$ cat src/rtl/rob_slot_ctrl_pkg.sv
// Shared defaults for the ROB slot controller: guarded size macros plus package constants.
`ifndef ROB_SLOT_CTRL_DEFS
`define ROB_SLOT_CTRL_DEFS
`define ROB_N_DEFAULT 4
`define ROB_PTR_DEFAULT 2
`endif

package rob_slot_ctrl_pkg;
  localparam int ROB_N   = `ROB_N_DEFAULT;
  localparam int ROB_PTR = `ROB_PTR_DEFAULT;
endpackage

$ cat src/rtl/rob_bin2onehot.sv
// Binary slot index to one-hot entry strobe; all-zero when en is low.
module rob_bin2onehot
  import rob_slot_ctrl_pkg::*;
#(
  parameter int N   = ROB_N,
  parameter int PTR = ROB_PTR
) (
  input  logic [PTR-1:0] idx,
  input  logic           en,
  output logic [N-1:0]   onehot
);

  always_comb begin
    onehot = '0;
    if (en) onehot[idx] = 1'b1;
  end

endmodule

$ cat src/rtl/rob_slot_ctrl.sv
// ROB slot controller: in-order allocate at tail, out-of-order completion, in-order retire at head.
module rob_slot_ctrl
  import rob_slot_ctrl_pkg::*;
#(
  parameter int N   = ROB_N,
  parameter int PTR = ROB_PTR
) (
  input  logic           clk,
  input  logic           rst,
  input  logic           flush,
  input  logic           alloc_valid,
  output logic           alloc_ready,
  output logic [PTR-1:0] alloc_idx,
  output logic [N-1:0]   alloc_onehot,
  input  logic           done_valid,
  input  logic [PTR-1:0] done_idx,
  output logic           done_err,
  output logic           retire_valid,
  input  logic           retire_ready,
  output logic [PTR-1:0] retire_idx,
  output logic [N-1:0]   retire_onehot,
  output logic [N-1:0]   valid_vec,
  output logic [N-1:0]   done_vec,
  output logic [PTR:0]   count,
  output logic           full,
  output logic           empty
);

  // Handshakes: a transfer fires on the cycle where valid and ready are both high.
  logic [PTR-1:0] head, tail;
  logic [PTR:0]   cnt_q;
  logic [N-1:0]   valid_q, done_q, done_set;
  logic           err_q;
  logic           alloc_fire, retire_fire, done_hit;

  assign full         = (cnt_q == (PTR+1)'(N));
  assign empty        = (cnt_q == '0);
  assign alloc_ready  = !full;
  assign alloc_fire   = alloc_valid & alloc_ready;
  assign retire_valid = valid_q[head] & done_q[head];
  assign retire_fire  = retire_valid & retire_ready;
  assign done_hit     = done_valid & valid_q[done_idx] & !flush;

  assign alloc_idx  = tail;
  assign retire_idx = head;
  assign count      = cnt_q;
  assign valid_vec  = valid_q;
  assign done_vec   = done_q;
  assign done_err   = err_q;

  rob_bin2onehot #(.N(N), .PTR(PTR)) u_alloc_dec (
    .idx(tail), .en(alloc_fire), .onehot(alloc_onehot)
  );

  rob_bin2onehot #(.N(N), .PTR(PTR)) u_retire_dec (
    .idx(head), .en(retire_fire), .onehot(retire_onehot)
  );

  rob_bin2onehot #(.N(N), .PTR(PTR)) u_done_dec (
    .idx(done_idx), .en(done_hit), .onehot(done_set)
  );

  // Retire reads the registered done bit, so a same-cycle completion to head retires next cycle.
  always_ff @(posedge clk) begin
    if (rst || flush) begin
      head    <= '0;
      tail    <= '0;
      cnt_q   <= '0;
      valid_q <= '0;
      done_q  <= '0;
      err_q   <= 1'b0;
    end else begin
      if (alloc_fire)  tail <= tail + 1'b1;
      if (retire_fire) head <= head + 1'b1;
      cnt_q   <= cnt_q + (PTR+1)'(alloc_fire) - (PTR+1)'(retire_fire);
      valid_q <= (valid_q & ~retire_onehot) | alloc_onehot;
      done_q  <= (done_q | done_set) & ~retire_onehot & ~alloc_onehot;
      err_q   <= done_valid & ~valid_q[done_idx];
    end
  end

endmodule

$ cat config.mk
export PLATFORM = sky130hd
export DESIGN_NAME = rob_slot_ctrl
export DESIGN_NICKNAME = d
export VERILOG_FILES = /design/src/rtl/rob_slot_ctrl_pkg.sv /design/src/rtl/rob_bin2onehot.sv /design/src/rtl/rob_slot_ctrl.sv
export SDC_FILE = /design/constraint.sdc
export NUM_CORES = 1
export LEC_CHECK = 0
export CAP_MARGIN = 20
export CORE_ASPECT_RATIO = 0.8
export CORE_MARGIN = 2
export CORE_UTILIZATION = 36
export DETAILED_ROUTE_END_ITERATION = 8
export GPL_TIMING_DRIVEN = 1
export PLACE_DENSITY_LB_ADDON = 0.2
export SYNTH_ARGS = -nofsm -noshare
export SYNTH_HDL_FRONTEND = slang
export SYNTH_SLANG_ARGS = --single-unit
$ cat constraint.sdc
create_clock -name clk -period 2.55 [get_ports clk]
set_input_delay 0.255 -clock clk [delete_from_list [all_inputs] [get_ports clk]]
set_output_delay 0.255 -clock clk [all_outputs]
set_load 0.01 [all_outputs]
== After elaboration in Yosys (flattened, before gate mapping) ==
Index checks and enable logic that the tools add are counted.
Storage, ports and cells
  output and inout bits: 28
  word-level logic and storage cells: 53
  flip-flop bits (word level): 16
  input port bits: 8
Operators by class
  $add $sub $neg: 4
  equal/unequal tests: 1
  reduce and logical (&&, ||, !) cells: 7
  bitwise gates (word level): 14
  mux-type cells: 15
  $lt $le $gt $ge: 6
Operators by type and width (count)
  $and 4x4->4: 3
  $mux 4: 3
  $lt 2x3->1 const B: 3
  $not 4->4: 2
  $or 4x4->4: 2
  $and 1x1->1: 6
  $bmux 1 s2: 3
  $demux 1 s2: 3
  $ge 2x1->1 const B: 3
  $mux 1: 6
  $add 2x1->2 const B: 2
  $add 3x1->3: 1
  $eq 3x3->1 const B: 1
  $logic_and 1x1->1: 3
  $logic_not 3->1: 1
  $sub 3x1->3: 1
  $logic_not 1->1: 2
  $logic_or 1x1->1: 1
  $not 1->1: 1

== Logic depth before layout (Yosys ltp) ==
Gate-level depths: netlist (run 1).
  depth after elaboration: 8
  depth in mapped cells: 11
  depth with buffers taken out: 11

== Modules after synthesis ==
Synthesis (run 1) repeated with hierarchy kept, for this count alone.
Unflattened totals
  cell total of the unflattened synthesis: 94
  area, all modules: 843.3 µm²
Modules (own cells, without submodules)
  rob_slot_ctrl: cells each 82, area each 730.7 µm², times used 1, sequential area each 320.3 µm²
  rob_bin2onehot: cells each 4, area each 37.5 µm², times used 3, sequential area each 0.0 µm²

== Least setup slack after synthesis (run 1) ==
No wires, ideal clock.
  path type: register to register
  start point: register head[1], in the netlist retire_idx[1]
  end point: register cnt_q[2], in the netlist count[2]
  period minus slack after synthesis: 2.467 ns
  setup slack: 0.083 ns
  setup time: 0.130 ns
  data arrival time: 2.337 ns
  buffers on the path: 0
  cell stages (with the launch flop): 12
  required time: 2.420 ns
  path through: dfxtp_1 inv_2 mux4_2 nor2_1 ha_1 inv_1 ha_1 inv_1 fa_1 xor2_1 xnor2_1 nor2_1
On the way
  cells in the longest elaborated chain, start to end: 5
  elaborated cells between the ends (all ways): 7
  those cells by class: add/sub: 1; mux: 4; bitwise: 2
RTL lines
  from (decl): line rob_slot_ctrl.sv:30  | logic [PTR-1:0] head, tail;
  from (signal assigned): line rob_slot_ctrl.sv:74  | if (retire_fire) head <= head + 1'b1;
  $bmux 1 s2: line rob_slot_ctrl.sv:40  | assign retire_valid = valid_q[head] & done_q[head];
  $mux 1 (not written as such): line rob_slot_ctrl.sv:40
  $and 1x1->1 (*): line rob_slot_ctrl.sv:40
  $and 1x1->1 (*): line rob_slot_ctrl.sv:41  | assign retire_fire = retire_valid & retire_ready;
  named net retire_fire: line rob_slot_ctrl.sv:34  | logic alloc_fire, retire_fire, done_hit;
  $sub 3x1->3 (*): line rob_slot_ctrl.sv:75  | cnt_q <= cnt_q + (PTR+1)'(alloc_fire) - (PTR+1)'(retire_fire);
  to (signal assigned): line rob_slot_ctrl.sv:75
  to (decl): line rob_slot_ctrl.sv:31  | logic [PTR:0] cnt_q;
The timed path passes the listed nets; every way through them passes the cells marked *. The select of a mux whose other input is x is not followed.
A chain may end at the register's enable or synchronous reset.

== Worst setup path in the final report (run 1) ==
  start point: register valid_q[2], in the netlist valid_vec[2]
  end point: output retire_onehot[0]
On the way
  cells in the longest elaborated chain, start to end: 5
RTL lines
  from (decl): line rob_slot_ctrl.sv:32  | logic [N-1:0] valid_q, done_q, done_set;
  from (signal assigned): line rob_slot_ctrl.sv:76  | valid_q <= (valid_q & ~retire_onehot) | alloc_onehot;
  $bmux 1 s2: line rob_slot_ctrl.sv:40
  $mux 1 (not written as such): line rob_slot_ctrl.sv:40
  $and 1x1->1: line rob_slot_ctrl.sv:40
  $and 1x1->1: line rob_slot_ctrl.sv:41
  $mux 4: line rob_bin2onehot.sv:15  | if (en) onehot[idx] = 1'b1;
  to (decl): line rob_slot_ctrl.sv:21  | output logic [N-1:0] retire_onehot,
Every way passes these cells. The select of a mux whose other input is x is not followed.

==> results_dict.tcl, run 1 <==
set metrics [dict create \
    status "finished clean" \
    rsz0062_at_grt "true" \
    cp.required_ps 2300 \
    synth.cell_area_sq_um 915 \
    grt_max_degree 13 \
    core-area_sq_um 2420 \
    met1_length_mm 1.11 \
    fin_area_sq_um 1390 \
    tightest_slew_ps 306 \
    hold_end "alloc_idx[1]" \
    dp.cells 180 \
    slew_viol_final 0 \
    finClkSkew_ps 2.07 \
    fp.dieH_um 49.1 \
    arrival_ps 2150 \
    grt_overflow 0 \
    dieWidth_um 60.4 \
    instances_no_fill 183 \
    dpl.hpwl_mm 1.91 \
    gr-usage-all-layers_pct 17.6 \
    ir_drop_mv 0.197 \
    hold_class "reg -> reg" \
    met3_length_um 173 \
    ys_seq_elements 16 \
    cp_slowest_cell "clkdlybuf4s50_1" \
    cts.reportedPaths.clkPinSlew_ps 90 \
    pin_count 36 \
    worstReg2RegEnd "count[2]" \
    synth_area_per_cell_sq_um 8.79 \
    yosys.cell_types.count 29 \
    yosys_warnings 0 \
    nNetsFinal 168 \
    drive_gt1_share_pct 16.3 \
    first_global_vias 834 \
    initial_core_util_pct 37.8 \
    postCtsSetupBuffers 0 \
    synthTopCellsByArea "dfxtp_1 35%, ha_1 14%, o21ai_0 4.4%" \
    path_class "reg -> out" \
    die-area_sq_um 2960 \
    rrSetupSlack_ps 160 \
    min_from "alloc_idx[1]" \
    powerDensity_nw_per_um2 333 \
    maxClockFrequency_mhz 415 \
    timing.final.crit_share_pct 94.4 \
    whs_path_depth 2 \
    wl_per_cell_um 13.1 \
    drv_cap 0 \
    drt_first_pass_iters 6 \
    grt_pass1_wl_mm 3.86 \
    syn_to_final_growth_pct 52.3 \
    fillers 234 \
    reg2reg_from "valid_vec[2]" \
    drtAntennaViolNets 0 \
    reg2reg_depth 11 \
    globalplace.congestion 0.747 \
    crit_chain "nand2_1, mux4_2, buf_4, nor2_1, clkdlybuf4s50_1" \
    syn_inst 104 \
    cts-root-buf "clkbuf_4" \
    route.detailed.drc 0 \
    cts_hold_buf 0 \
    antenna_found_initial 0 \
    cts.sinks 16 \
    final_common_cell "clkdlybuf4s50_1" \
    syn_nets 123 \
    dpl_cell_area_sq_um 1350 \
    io_buffers 35 \
    finalPower_w 0.000464 \
    finalCriticalPeriod_ps 2410 \
    num_antenna_cells 0 \
    mostFrequentLayoutCells "32 x clkdlybuf4s50_1, 15 x dfxtp_1, 10 x inv_1, 10 x nand2_1, 10 x ha_1" \
    rows 16 \
    htree_levels 1 \
    vias 868 \
    hold_viol_final 0 \
    yosysTopAreaCellShare_pct 35.0 \
    cp_slowest_stage_delay_ps 550 \
    cts_buffers 3 \
    wl_met2_mm 1.09 \
    worstSetupStartpointType "register" \
    setup_violations 0 \
    drt_iter0_drc 11 \
    ys_seq_area_share_pct 35.0 \
    worstSetupEndpointType "output pin" \
    clockBufferDepth 2 \
    yosysTopAreaCell "dfxtp_1" \
    cp_max_fo 7 \
    p_leak_nw 0.621 \
    clk_latency_ps 290 \
    cts_resized 0 \
    cts_tree "yes" \
    top_layer "met4" \
    viasPerCell 4.74 \
    slew_headroom_pct 79.5 \
    wl_mm 2.40 \
]
## critical path, delay by kind of cell (launching register included)
family	cells	cell delay, ps
buffers and inverters	2	740
multiplexers	1	510
flip-flops	1	390
AND/OR/NAND/NOR	2	220
## per-stage QoR
stage	utilization, %	hold slack (ps)	TNS, ps	setup WS [ps]
global placement	55.9	503	0	158
floorplan	-	369	0	83.1
finish	57.5	525	0	142
global route	57.5	545	-7.45	-7.45
CTS	56.8	530	0	25.4
detailed placement	55.9	514	0	84.2
## cell type report
type / instances / area (sq um) / share of cell area [%]
inverter: 14 / 53.8 / 3.86
sequential: 16 / 322 / 23.1
timing repair buffer: 42 / 410 / 29.5
multi-input combinational: 72 / 539 / 38.7
clock buffer: 3 / 22.5 / 1.62
tap: 36 / 45.0 / 3.23
## flip-flops by register name, summed over array words and instances, names as in the netlist
signal and count:
count 3, alloc_idx 2, retire_idx 2, valid_vec 4
done_vec 4, done_err 1
## how the worst max path moves through the flow
stage | endpoint | depth (start not counted) | slack (ps) | start
after floorplan | count[2] | 11 | 80 | retire_idx[1]
after global placement | count[2] | 11 | 160 | retire_idx[1]
after detailed placement | count[2] | 11 | 80 | retire_idx[1]
after CTS | retire_onehot[3] | 6 | 30 | retire_idx[1]
after global routing | count[2] | 11 | -7 | retire_idx[1]
final | retire_onehot[0] | 5 | 140 | valid_vec[2]
## Yosys cell counts
master,count
fa_1,1
ha_1,10
and2_1,1
mux4_1,1
nor4_1,1
mux4_2,1
nand3b_1,1
buf_2,1
or2_2,1
nand3_2,1
dfxtp_1,16
nor2_1,9
a31oi_1,4
clkinv_2,1
nor4_2,1
and3_4,2
clkbuf_1,1
nand2_1,10
o21ai_0,8
xnor2_1,2
a21oi_1,5
nor3_1,1
inv_2,3
or3b_1,1
nand3_1,6
inv_1,10
nor3b_1,2
xor2_1,1
nor3_2,2
## cells by family after synthesis
kind of cell | count (synthesis) | share of synthesized area (%)
xor gates and xnor gates | 3 | 2.87
AOI/OAI and AO/OA | 17 | 9.85
DFF | 16 | 35.0
buffers and inverters | 16 | 6.84
muxes | 2 | 5.34
adders and majority gates | 11 | 15.9
and+or+nand+nor | 39 | 24.2
## power breakdown
group          total [W]  switching [W]  leakage, nW  internal, W
Sequential      0.000258     0.00000382        0.130     0.000254
Clock           0.000135      0.0000800       0.0138    0.0000549
Combinational  0.0000709      0.0000333        0.478    0.0000375
Total           0.000464       0.000117        0.621     0.000347
## layer usage
layer | global-route usage [%] | up-vias
li1 | - | 438
met1 | 23.6 | 396
met2 | 27.0 | 30
met3 | 5.84 | 4
met4 | 4.81 | 0
met5 | 0 | -
(Power assumes the default switching activity.)
==> run 2: changes to the inputs <==
Settings changed: DONT_BUFFER_PORTS set to 1, GPL_TIMING_DRIVEN 1 to 0, SKIP_CTS_REPAIR_TIMING set to 1.
==> results_dict.tcl, run 2 (synthesis results as in run 1) <==
set metrics [dict create \
    cts.reportedPaths.clkPinSlew_ps 90 \
    cp_slowest_cell "mux4_2" \
    cp_max_fo 5 \
    finalPower_w 0.000429 \
    fin_area_sq_um 1080 \
    cp_slowest_stage_delay_ps 540 \
    route.detailed.drc 0 \
    drt_first_pass_iters 4 \
    slew_headroom_pct 63.1 \
    power_frac_clock_pct 31.3 \
    p_switching_w 0.000109 \
    viasPerCell 5.04 \
    grt_pass1_wl_mm 3.37 \
    p_seq_share_pct 60.3 \
    timing.setup.tns_ps 0 \
    grt_overflow 0 \
    clockBufferDepth 2 \
    initial_core_util_pct 37.8 \
    worstReg2RegEnd "count[2]" \
    final_common_cell "nand2_1" \
    clk_latency_ps 280 \
    worstSetupStartpointType "register" \
    dieWidth_um 60.4 \
    finClkSkew_ps 0.769 \
    htree_levels 1 \
    drv_cap 0 \
    pin_count 36 \
    hold_class "in -> reg" \
    cts-root-buf "clkbuf_4" \
    reg2reg_from "retire_idx[1]" \
    finalCriticalPeriod_ps 2430 \
    status "finished clean" \
    gr-usage-all-layers_pct 15.6 \
    core-area_sq_um 2420 \
    crit_end "count[2]" \
    wl_mm 2.16 \
    drive_gt1_share_pct 36.0 \
    dp.cells 140 \
    num_antenna_cells 0 \
    powerDensity_nw_per_um2 396 \
    cp.required_ps 2710 \
    swShare_pct 25.5 \
    ir_drop_mv 0.199 \
    crit_chain "inv_4, mux4_2, nor2_4, ha_4, inv_2, ha_4, inv_2, fa_2, xor2_2, xnor2_1, nor2_1" \
    worstSetupEndpointType "register" \
    wl_per_cell_um 14.7 \
    regArea_sq_um 345 \
    slew_viol_final 0 \
    fillers 239 \
    tightest_slew_ps 554 \
    setup_violations 0 \
    rrSetupSlack_ps 120 \
    grt_max_degree 11 \
    maxClockFrequency_mhz 411 \
    intPower_w 0.000320 \
    syn_to_final_growth_pct 18.6 \
    drtAntennaViolNets 0 \
    pwr-share-comb_pct 8.4 \
    cp-startpoint "retire_idx[1]" \
    cts_tree "yes" \
    cts_buffers 3 \
    multiInputGateArea_sq_um 577 \
    cp_top_family "adder cells" \
    fin_util_pct 44.8 \
    reg2reg_depth 11 \
    dpl.hpwl_mm 1.66 \
    rows 16 \
    cts.sinks 16 \
    die-area_sq_um 2960 \
    drt_iter0_drc 18 \
    vias 741 \
    io_buffers 0 \
    p_leak_nw 0.431 \
    hold_viol_final 0 \
    timing.final.crit_share_pct 95.4 \
    crit_buf_inv 3 \
    dpl_cell_area_sq_um 960 \
    instances_no_fill 147 \
    path_class "reg -> reg" \
    first_global_vias 695 \
    antenna_found_initial 0 \
    arrival_ps 2590 \
    path_depth 11 \
    fp.dieH_um 49.1 \
    nNetsFinal 132 \
    globalplace.congestion 0.754 \
]
[run 2: worst min-delay path by stage]
stage | startpoint | end | slack [ps] | cells past startpoint
after floorplan | done_valid | done_err | 370 | 2
after global placement | done_valid | done_err | 370 | 2
after detailed placement | done_valid | done_err | 370 | 2
after CTS | done_valid | done_err | 60 | 2
after global routing | done_valid | done_err | 60 | 2
final | done_valid | done_err | 70 | 2
[run 2: layer usage]
layer | track usage (%) | part of all wire [%] | vias to the layer above
met2 | 20.8 | 42 | 25
li1 | - | - | 368
met5 | 0 | 0 | -
met1 | 21.6 | 46 | 346
met4 | 3.33 | 0.60 | 0
met3 | 9.28 | 11 | 2
[run 2: area by class of cell]
| cell class | count | area share [%] |
|---|---|---|
| Buffer | 2 | 0.807 |
| Clock buffer | 3 | 2.08 |
| Inverter | 14 | 5.19 |
| Multi-Input combinational cell | 72 | 53.2 |
| Sequential cell | 16 | 31.8 |
| Tap cell | 36 | 4.15 |
| Timing Repair Buffer | 4 | 2.77 |
[run 2: power groups by stage]
stage / Sequential, W / Clock, W / Combinational, W
2_1_floorplan: 0.000266 / 0 / 0.0000261
3_3_place_gp: 0.000267 / 0 / 0.0000315
3_5_place_dp: 0.000267 / 0 / 0.0000321
4_1_cts: 0.000262 / 0.000140 / 0.0000324
5_1_grt: 0.000260 / 0.000153 / 0.0000414
6_report: 0.000259 / 0.000134 / 0.0000358
[run 2: per-stage QoR]
step | hold slack (ps) | worst slack, ps
floorplan | 369 | 83.1
global placement | 372 | -101
detailed placement | 373 | -125
CTS | 60.6 | -149
global route | 59.0 | -6.22
finish | 67.9 | 117
==> run 3: changes to the inputs <==
Settings changed: CTS_CLUSTER_SIZE set to 14, MAX_ROUTING_LAYER set to met4, TNS_END_PERCENT set to 1.
==> results_dict.tcl, run 3 (synthesis results as in run 1) <==
set metrics [dict create \
    status "finished clean" \
    p_leak_nw 0.431 \
    cp.required_ps 2710 \
    tightest_slew_ps 546 \
    antenna_found_initial 0 \
    maxClockFrequency_mhz 411 \
    rows 16 \
    grt_max_degree 11 \
    cts.sinks 16 \
    fin_util_pct 44.8 \
    syn_to_final_growth_pct 18.6 \
    nNetsFinal 132 \
    cp_slowest_cell "mux4_2" \
    timing.final.crit_share_pct 95.4 \
    route.detailed.drc 0 \
    vias 743 \
    cp_max_fo 5 \
    num_antenna_cells 0 \
    slew_headroom_pct 63.6 \
    drive_gt1_share_pct 36.0 \
    drtAntennaViolNets 0 \
    timing.setup.tns_ps 0 \
    grt_overflow 0 \
    crit_buf_inv 3 \
    final_common_cell "nand2_1" \
    cp_top_family "adder cells" \
    cts.reportedPaths.clkPinSlew_ps 90 \
    core-area_sq_um 2420 \
    io_buffers 0 \
    worstSetupStartpointType "register" \
    fin_area_sq_um 1080 \
    ir_drop_mv 0.199 \
    first_global_vias 695 \
    grt_pass1_wl_mm 3.37 \
    clk_latency_ps 280 \
    fp.dieH_um 49.1 \
    dpl.hpwl_mm 1.66 \
    drv_cap 0 \
    drt_first_pass_iters 4 \
    arrival_ps 2590 \
    initial_core_util_pct 37.8 \
    drt_iter0_drc 18 \
    worstSetupEndpointType "register" \
    cts_tree "yes" \
    wl_per_cell_um 14.8 \
    powerDensity_nw_per_um2 396 \
    globalplace.congestion 0.764 \
    path_class "reg -> reg" \
    dpl_cell_area_sq_um 960 \
    cts_buffers 3 \
    dieWidth_um 60.4 \
    clockBufferDepth 2 \
    finClkSkew_ps 0.768 \
    htree_levels 1 \
    cts-root-buf "clkbuf_4" \
    die-area_sq_um 2960 \
    hold_viol_final 0 \
    setup_violations 0 \
    hold_class "in -> reg" \
    cp_slowest_stage_delay_ps 540 \
    crit_chain "inv_4, mux4_2, nor2_4, ha_4, inv_2, ha_4, inv_2, fa_2, xor2_2, xnor2_1, nor2_1" \
    pin_count 36 \
    slew_viol_final 0 \
    gr-usage-all-layers_pct 16.1 \
    viasPerCell 5.05 \
    finalCriticalPeriod_ps 2430 \
    wl_mm 2.17 \
]
[run 3: through the flow]
step	setup WS (ps)	hold WS, ps	instances	power (W)
floorplan	83.1	369	104	0.000292
global placement	-101	372	140	0.000299
detailed placement	-125	373	140	0.000300
CTS	-149	60.6	143	0.000435
global route	-6.22	59.0	147	0.000454
finish	117	68.4	147	0.000429
[run 3: final timing paths]
kind | from | end | slack (ps) | cells after the start
worst max-delay path | retire_idx[1] | count[2] | 120 | 11
worst min-delay path | done_valid | done_err | 70 | 2
worst max register to register | retire_idx[1] | count[2] | 120 | 11
worst min register to register | valid_vec[1] | valid_vec[1] | 540 | 2
[run 3: worst reg2reg max path, delay by kind of cell (launching register included)]
family	cells	cell delay, ps
xor gates and xnor gates	2	330
buffers and inverters	3	170
and+or+nand+nor	2	210
DFF	1	390
adders and majority gates	3	690
muxes	1	540
[run 3: cell type report]
type | count | area (sq um)
fillers | 239 | 1340
multi-input cells | 72 | 577
flip-flops and latches | 16 | 345
inverters | 14 | 56.3
well taps | 36 | 45.0
repair buffers | 4 | 30.0
clock buffers | 3 | 22.5
plain buffers | 2 | 8.76
[run 3: where the power goes]
part           switching [W]  leakage [nW]  internal, W
combinational      0.0000217         0.281    0.0000141
clock              0.0000794        0.0138    0.0000549
sequential        0.00000802         0.137     0.000251
total               0.000109         0.431     0.000320
[run 3: routing by layer]
layer  part of all wire (%)  routed length [um]  GRT usage, %  vias up
li1                       -                   -             -      368
met1                     45                 976          21.7      342
met2                     42                 907          20.8       31
met3                     13                 275          9.02        2
met4                   0.60                  13          3.33        0
met5                      0                   0             -        -
